--- src/rtl/issue_arbiter.sv ---
// issue_arbiter: round-robin issue onto 2 ALUs, MUL and MEM; `define ISSUE_ARB_STATS_EN for stall counters
module issue_arbiter #(
  parameter int NUM_REQ = 8,
  parameter int MUL_LAT = 3,
  parameter int IDX_W = $clog2(NUM_REQ)
) (
  input  logic                 clk,
  input  logic                 rstn,
  input  logic [NUM_REQ-1:0]   req_valid,
  input  logic [2*NUM_REQ-1:0] req_fu,
  input  logic                 flush,
  output logic [NUM_REQ-1:0]   grant,
  output logic                 alu0_valid,
  output logic                 alu1_valid,
  output logic [IDX_W-1:0]     alu0_idx,
  output logic [IDX_W-1:0]     alu1_idx,
  output logic                 mul_busy,
  output logic                 mul_done_valid,
  output logic [IDX_W-1:0]     mul_done_idx,
  output logic                 mem_req_valid,
  output logic [IDX_W-1:0]     mem_req_idx,
  input  logic                 mem_req_ready,
  input  logic                 mem_resp_valid,
`ifdef ISSUE_ARB_STATS_EN
  output logic [31:0]          stall_alu,
  output logic [31:0]          stall_mul,
  output logic [31:0]          stall_mem,
`endif
  output logic                 mem_done_valid,
  output logic [IDX_W-1:0]     mem_done_idx
);
  localparam int CW = $clog2(MUL_LAT + 1);
  typedef enum logic [1:0] {M_IDLE, M_REQ, M_WAIT} mem_st_t;
  mem_st_t mem_st, mem_st_n;
  logic [IDX_W-1:0] ptr_alu, ptr_mul, ptr_mem;
  logic [NUM_REQ-1:0] is_alu, is_mul, is_mem;
  logic a0_f, a1_f, m_f, e_f;
  logic [IDX_W-1:0] a0_i, a1_i, m_i, e_i;
  logic g_a0, g_a1, g_m, g_e;
  logic [CW-1:0] cnt, cnt_n;
  logic [IDX_W-1:0] mul_idx, mem_idx;
  logic mem_done_q, mem_done_n;
  function automatic logic [IDX_W-1:0] rot(input logic [IDX_W-1:0] p, input int k);
    return p + IDX_W'(k);
  endfunction
  always_comb begin
    is_alu = '0;
    is_mul = '0;
    is_mem = '0;
    for (int j = 0; j < NUM_REQ; j++) begin
      is_alu[j] = req_valid[j] && req_fu[2*j +: 2] == 2'd0;
      is_mul[j] = req_valid[j] && req_fu[2*j +: 2] == 2'd1;
      is_mem[j] = req_valid[j] && req_fu[2*j +: 2] == 2'd2;
    end
  end
  always_comb begin
    a0_f = 1'b0;
    a1_f = 1'b0;
    a0_i = '0;
    a1_i = '0;
    for (int k = 0; k < NUM_REQ; k++) begin
      if (is_alu[rot(ptr_alu, k)]) begin
        if (!a0_f) begin
          a0_f = 1'b1;
          a0_i = rot(ptr_alu, k);
        end else if (!a1_f) begin
          a1_f = 1'b1;
          a1_i = rot(ptr_alu, k);
        end
      end
    end
  end
  always_comb begin
    m_f = 1'b0;
    m_i = '0;
    e_f = 1'b0;
    e_i = '0;
    for (int k = 0; k < NUM_REQ; k++) begin
      if (!m_f && is_mul[rot(ptr_mul, k)]) begin
        m_f = 1'b1;
        m_i = rot(ptr_mul, k);
      end
      if (!e_f && is_mem[rot(ptr_mem, k)]) begin
        e_f = 1'b1;
        e_i = rot(ptr_mem, k);
      end
    end
  end
  assign g_a0 = a0_f && !flush;
  assign g_a1 = a1_f && !flush;
  assign g_m  = m_f && !flush && cnt <= CW'(1);
  assign g_e  = e_f && !flush && mem_st == M_IDLE;
  always_comb begin
    grant = '0;
    grant = (g_a0 ? NUM_REQ'(1) << a0_i : '0) | (g_a1 ? NUM_REQ'(1) << a1_i : '0)
          | (g_m ? NUM_REQ'(1) << m_i : '0) | (g_e ? NUM_REQ'(1) << e_i : '0);
  end
  always_comb begin
    cnt_n = flush ? '0 : g_m ? CW'(MUL_LAT) : cnt != '0 ? cnt - CW'(1) : '0;
  end
  always_comb begin
    mem_st_n = mem_st;
    mem_st_n = flush ? M_IDLE
             : (mem_st == M_IDLE && g_e) ? M_REQ
             : (mem_st == M_REQ && mem_req_ready) ? M_WAIT
             : (mem_st == M_WAIT && mem_resp_valid) ? M_IDLE : mem_st;
    mem_done_n = mem_st == M_WAIT && mem_resp_valid && !flush;
  end
  always_ff @(posedge clk or negedge rstn) begin
    if (!rstn) begin
      ptr_alu    <= '0;
      ptr_mul    <= '0;
      ptr_mem    <= '0;
      alu0_valid <= 1'b0;
      alu1_valid <= 1'b0;
      alu0_idx   <= '0;
      alu1_idx   <= '0;
      cnt        <= '0;
      mul_idx    <= '0;
      mem_st     <= M_IDLE;
      mem_idx    <= '0;
      mem_done_q <= 1'b0;
    end else begin
      ptr_alu    <= g_a1 ? a1_i + IDX_W'(1) : g_a0 ? a0_i + IDX_W'(1) : ptr_alu;
      ptr_mul    <= g_m ? m_i + IDX_W'(1) : ptr_mul;
      ptr_mem    <= g_e ? e_i + IDX_W'(1) : ptr_mem;
      alu0_valid <= g_a0;
      alu1_valid <= g_a1;
      alu0_idx   <= g_a0 ? a0_i : '0;
      alu1_idx   <= g_a1 ? a1_i : '0;
      cnt        <= cnt_n;
      mul_idx    <= g_m ? m_i : mul_idx;
      mem_st     <= mem_st_n;
      mem_idx    <= g_e ? e_i : mem_idx;
      mem_done_q <= mem_done_n;
    end
  end
  assign mul_busy       = cnt != '0;
  assign mul_done_valid = cnt == CW'(1) && !flush;
  assign mul_done_idx   = mul_idx;
  assign mem_req_valid  = mem_st == M_REQ;
  assign mem_req_idx    = mem_idx;
  assign mem_done_valid = mem_done_q && !flush;
  assign mem_done_idx   = mem_idx;
`ifdef ISSUE_ARB_STATS_EN
  always_ff @(posedge clk or negedge rstn) begin
    if (!rstn) begin
      stall_alu <= '0;
      stall_mul <= '0;
      stall_mem <= '0;
    end else begin
      stall_alu <= (|is_alu && !g_a0 && stall_alu != '1) ? stall_alu + 32'd1 : stall_alu;
      stall_mul <= (|is_mul && !g_m && stall_mul != '1) ? stall_mul + 32'd1 : stall_mul;
      stall_mem <= (|is_mem && !g_e && stall_mem != '1) ? stall_mem + 32'd1 : stall_mem;
    end
  end
`endif
endmodule

--- config.mk ---
export PLATFORM = sky130hd
export DESIGN_NAME = issue_arbiter
export DESIGN_NICKNAME = d
export VERILOG_FILES = /design/src/rtl/issue_arbiter.sv
export SDC_FILE = /design/constraint.sdc
export NUM_CORES = 1
export LEC_CHECK = 0
export BUFFER_PORTS_ARGS = -buffer_cell sky130_fd_sc_hd__clkbuf_2
export CAP_MARGIN = 0
export CORE_ASPECT_RATIO = 2
export CORE_MARGIN = 2
export CORE_UTILIZATION = 45
export DETAILED_ROUTE_END_ITERATION = 12
export GPL_ROUTABILITY_DRIVEN = 0
export PLACE_DENSITY = 0.67
export SKIP_CTS_REPAIR_TIMING = 1
export SLEW_MARGIN = 10
export SYNTH_ARGS = -nofsm -noshare
export SYNTH_HDL_FRONTEND = slang
export SYNTH_SLANG_ARGS = --single-unit
--- constraint.sdc ---
create_clock -name clk -period 4.55 [get_ports clk]
set_clock_uncertainty 0.05 [all_clocks]
set_input_delay 0 -clock clk [delete_from_list [all_inputs] [get_ports clk]]
set_output_delay 0 -clock clk [all_outputs]
set_load 0.05 [all_outputs]
# Word level (Yosys, flattened, before mapping)
# Cells that the tools add are included.
[word_totals] input_bits=29 output_inout_bits=29 reg_bits=28 word_cells=318
[op_classes] n_addsub=26 n_shift=4 bitwise=3 n_mux=152 n_eq_ne=19 reduce_logical=77 n_lt_le_gt_ge=25
[ops] cell="3-bit two-way mux" n=55
[ops] cell="3-bit by 4-bit less-than comparator with 1-bit output, second input constant" n=24
[ops] cell="1-bit binary-select mux with 3-bit select" n=24
[ops] cell="1-bit two-way mux" n=62
[ops] cell="1-bit logical AND" n=50
[ops] cell="3-bit adder, second input constant" n=12
[ops] cell="8-bit two-way mux" n=4
[ops] cell="1-bit by 3-bit << shifter with 8-bit output, first input constant" n=4
[ops] cell="8-bit bitwise OR" n=3
[ops] cell="3-bit by 1-bit adder with 3-bit output, second input constant" n=7
[ops] cell="2-bit by 1-bit == test with 1-bit output, second input constant" n=10
[ops] cell="3-bit by 2-bit adder with 3-bit output, second input constant" n=6
[ops] cell="2-bit == test, second input constant" n=9
[ops] cell="2-bit logical NOT" n=9
[ops] cell="1-bit logical NOT" n=15
[ops] cell="2-bit two-way mux" n=7
[ops] cell="2-bit nonzero test" n=2
[ops] cell="4-bit nonzero test" n=1
[ops] cell="2-bit by 1-bit less-or-equal comparator with 1-bit output, second input constant" n=1
[ops] cell="2-bit by 1-bit subtractor with 2-bit output, second input constant" n=1

# Longest topological paths before layout
[depth] ltp_word=31 mapped_depth=20 mapped_depth_nobuf=16

# Least setup slack after synthesis
# No wires, ideal clock.
[synth_timing] path_kind="register to output" start="register ptr_alu[1]" end="output grant[3]" arrival_time_ps=4691 path_buffers=4 path_stages_with_launch=17 t_required_ps=4500 slack_ps=-191 cell_sequence="dfrtp_1 > buf_4 > clkinv_1 > ha_1 > clkbuf_1 > buf_2 > mux2i_1 > mux4_2 > clkbuf_1 > nand2_1 > or4_1 > o221a_2 > or2_1 > a31oi_4 > a2bb2oi_2 > or2_1 > o221ai_1"
[synth_via] elab_chain_cells=28 word_cells_on_any_way=89 classes_between="7 x add/sub; 2 x shift; 75 x mux; 3 x bitwise; 2 x reduce/logical"
[synth_rtl] element="start: declaration" line="35" rtl="logic [IDX_W-1:0] ptr_alu, ptr_mul, ptr_mem;"
[synth_rtl] element="start signal: assignment" line="124" rtl="ptr_alu <= g_a1 ? a1_i + IDX_W'(1) : g_a0 ? a0_i + IDX_W'(1) : ptr_alu;"
[synth_rtl] element="parallel branches: the longest is 25 deep, another holds 3-bit by 1-bit adder with 3-bit output"
[synth_rtl] element="8-bit bitwise OR (*)" line="95" rtl="grant = (g_a0 ? NUM_REQ'(1) << a0_i : '0) | (g_a1 ? NUM_REQ'(1) << a1_i : '0)"
[synth_rtl] element="8-bit bitwise OR (*) (2 in a row)" line="96" rtl="| (g_m ? NUM_REQ'(1) << m_i : '0) | (g_e ? NUM_REQ'(1) << e_i : '0);"
[synth_rtl] element="end: declaration" line="12" rtl="output logic [NUM_REQ-1:0] grant,"
# Mark *: on every way between the ends. The select of a mux whose other input is x is not followed.

# Worst setup path after layout
[layout_timing] start="register ptr_alu[1]" end="output grant[7]"
# The elaborated chain is that of the path after synthesis.

==> run_results.csv <==
group,metric,value,unit
logic_synthesis,yosys_most_used_dff,"dfrtp_1",
worst_setup_path,worstSetupStartpoint,"ptr_alu[1]",
sta,fmax,0.2324,GHz
logic_synthesis,ys_ff_latch,28,
logic_synthesis,async_flop_share,100.0,%
detailed_routing,wl_per_cell,20.03,um
logic_synthesis,yosys.area.top_type,"dfrtp_1",
place,hpwlAfterDp,12.68,mm
worst_setup_path,worst-r2r-cell-count,16,
global_routing,grt_pass1_wl,25.51,mm
sta,hold_viol,0,
place,port-buffer-count,57,
worst_setup_path,crit_required,4.50,ns
worst_setup_path,critPathArrivalTime,4.25,ns
sta,report.final.setup_viol,0,
worst_setup_path,cp-end-kind,"output port",
worst_setup_path,slowest_delay,0.44,ns
global_routing,grt_overflow,0,
clock_tree,cts_root_buffer,"clkbuf_16",
worst_setup_path,critical_path_buf_inv_count,2,
die,core,10540,sq um
worst_setup_path,cp_cell_sequence,"clkinv_1, ha_1, mux2i_1, mux4_2, a32o_1, nand4b_4, mux2i_1, or3_1, a31oi_4, a2bb2oi_2, or2_1, o221ai_1, buf_12",
worst_setup_path,cp_top_family,"compound AO/OA/AOI/OAI gates",
clock_tree,clkLatencyLatePin,0.26,ns
global_routing,met1_usage,26.41,%
detailed_routing,via_per_inst,6.432,
layout,multi_input_area,3944,sq um
status,status,"finished clean",
layout,layout-drive-gt1-share,23.97,%
layout,syn_to_final_growth,15.25,%
worst_hold_path,hold_class,"input pin to register",
die,ios,58,
clock_tree,cts.sinks,28,
layout,nFillCells,996,
logic_synthesis,synth.distinct_cells,80,
global_routing,grt_use_total,27.07,%
sta,fin_crit,4.303,ns
clock_tree,numCtsBuffers,3,
worst_setup_path,regToRegEndpoint,"ptr_alu[2]",
detailed_routing,drc,0,
global_routing,use_met3,2.192,%
worst_setup_path,crit_path_end,"grant[7]",
detailed_routing,via_count,5094,
detailed_routing,drtIter0Drc,356,
sta,worstMarginPinSlew,0.6839,ns
die,initial_core_util,46.46,%
die,row_count,53,
job,drv_cap,0,
clock_tree,cts.htree.levels,1,
worst_setup_path,path_depth,13,
layout,final_cells,792,
detailed_routing,ant_nets,0,
worst_setup_path,critPathMaxFanout,7,
global_routing,grt_max_degree,29,
die,die-area,11790,sq um
layout,regArea,700.7,sq um
global_routing,grt_busiest_layer,"met2",
detailed_routing,drtPass1Iterations,5,
worst_setup_path,r2r_start,"ptr_alu[1]",
sta,relSlewSlack,54.41,%
logic_synthesis,ys_warn_count,0,
global_routing,use_met2,52.16,%
die,die_y,151.6,um
sta,finalCritPeriodShare,94.57,%
clock_tree,cts_tree,"built",
place,placedCellCount,786,
sta,rsz0062_at_grt,"false",
global_routing,grt_pass1_vias,5211,
logic_synthesis,synth.avg_cell_area,8.150,sq um
logic_synthesis,ys_seq_area_share,14.30,%
detailed_routing,drt-total-wl,15.86,mm
logic_synthesis,synth_top_area_share,14.30,%
die,die_w,77.78,um
worst_setup_path,cp-start-kind,"register",
layout,antennaDiodeCount,0,
worst_setup_path,reg2reg_slack,0.41,ns
layout,fin_nets,706,
logic_synthesis,synthesis.nets,651,
worst_setup_path,cpMostUsedCell,"mux2i_1",
global_routing,antenna_found_initial,0,
worst_setup_path,crit_slowest_cell,"a32o_1",
clock_tree,clockBufferDepth,2,
sta,drv_slew,0,
worst_setup_path,critPathKind,"register to output port",
logic_synthesis,synthTopCellsByArea,"dfrtp_1 (14%), mux4_2 (13%), mux2i_1 (5.7%), ha_1 (5.4%), nand2_1 (4.8%)",
logic_synthesis,syn-cell-area,4898,sq um
clock_tree,clkTransAtPathRegs,0.07,ns
logic_synthesis,netlist_instances,601,
logic_synthesis,synth_edf_count,0,
-- layout make-up --
| type | instances | area share (%) |
|---|---|---|
| multi-input cells | 505 | 69.86 |
| flip-flops and latches | 28 | 12.41 |
| repair buffers | 84 | 10.86 |
| well taps | 137 | 3.036 |
| inverters | 34 | 2.261 |
| clock buffers | 4 | 1.574 |
-- registers in the layout, indices dropped and copies added (netlist names) --
name	count
ptr_alu	3
alu1_valid	1
alu1_idx	3
mem_st	2
alu0_idx	3
ptr_mem	3
mem_done_idx	3
mul_done_idx	3
cnt	2
ptr_mul	3
mem_done_q	1
alu0_valid	1
-- kinds of logic after synthesis --
family / after synthesis / synth area share (%)
xor gates and xnor gates: 14 / 2.503
DFF: 28 / 14.30
and+or+nand+nor: 237 / 27.41
AOI/OAI and AO/OA: 168 / 23.58
buffers and inverters: 68 / 5.951
muxes: 64 / 20.66
adders and majority gates: 22 / 5.594
-- cells in the mapped netlist (6+ instances only) --
cell / instances
nand2_1: 63
nor2_1: 55
a21oi_1: 41
inv_1: 32
dfrtp_1: 28
mux2i_1: 28
mux4_2: 28
o21ai_0: 26
ha_1: 21
clkbuf_1: 19
nand3b_1: 16
and3b_1: 14
nand2b_1: 14
o22ai_1: 14
nor2b_1: 12
xnor2_1: 11
nor3_1: 10
a31oi_1: 8
a32oi_1: 8
buf_2: 8
o211ai_1: 8
a22oi_1: 7
mux2_2: 7
a21o_1: 6
nor3b_1: 6
-- routing by layer --
layer / wire (um) / vias up
met3: 705 / 89
met4: 1198 / 0
li1: - / 2382
met1: 5212 / 2406
met5: 0 / -
met2: 8744 / 217
-- per-stage QoR --
step | setup slack [ns] | util [%] | hold slack, ns | TNS (ns) | instance area, sq um
2_1_floorplan | -0.04240 | - | -0.3456 | -0.08480 | 4900
3_3_place_gp | 0.1276 | 52.15 | 0.02098 | 0 | 5499
3_5_place_dp | 0.1088 | 52.15 | 0.01850 | 0 | 5499
4_1_cts | -0.1968 | 53.00 | -0.2588 | -0.3475 | 5588
5_1_grt | 0.02506 | 53.54 | 0.04533 | 0 | 5645
6_report | 0.2470 | 53.54 | 0.01152 | 0 | 5645
-- worst register-to-register path, delay by kind of cell (launching register included) --
kind            cells  cell delay (ns)
flops               1             0.36
simple gates        3             0.42
compound gates      6             1.31
fa+ha+maj           2             0.62
xor+xnor            1             0.15
mux                 2             0.77
buf+inv             2             0.32
-- worst min-delay path by stage --
stage	start	endpoint	slack [ns]	cells after the start
detailed placement	rstn	mem_done_q	0.02	1
global route	mem_req_ready	mem_st[0]	0.05	3
finish	mem_req_ready	mem_st[1]	0.01	3
floorplan	rstn	alu0_idx[0]	-0.35	0
global placement	rstn	mem_done_q	0.02	1
CTS	rstn	mem_done_q	-0.26	1
-- cells in the final DEF (no fill, tap or decap), types with 8 or more instances in the layout --
cell / n
a21oi_1: 40
a31oi_1: 8
and3b_1: 14
buf_12: 8
buf_4: 25
clkbuf_2: 49
dfrtp_1: 28
ha_1: 20
inv_1: 32
mux2i_1: 28
mux4_2: 28
nand2_1: 63
nand2b_1: 14
nand3b_1: 16
nor2_1: 55
nor2b_1: 12
nor3_1: 10
o211ai_1: 8
o21ai_0: 24
o22ai_1: 14
xnor2_1: 11
Power is not shown: default switching activity piles up to over one toggle a cycle in this logic, so the estimate is an artifact.
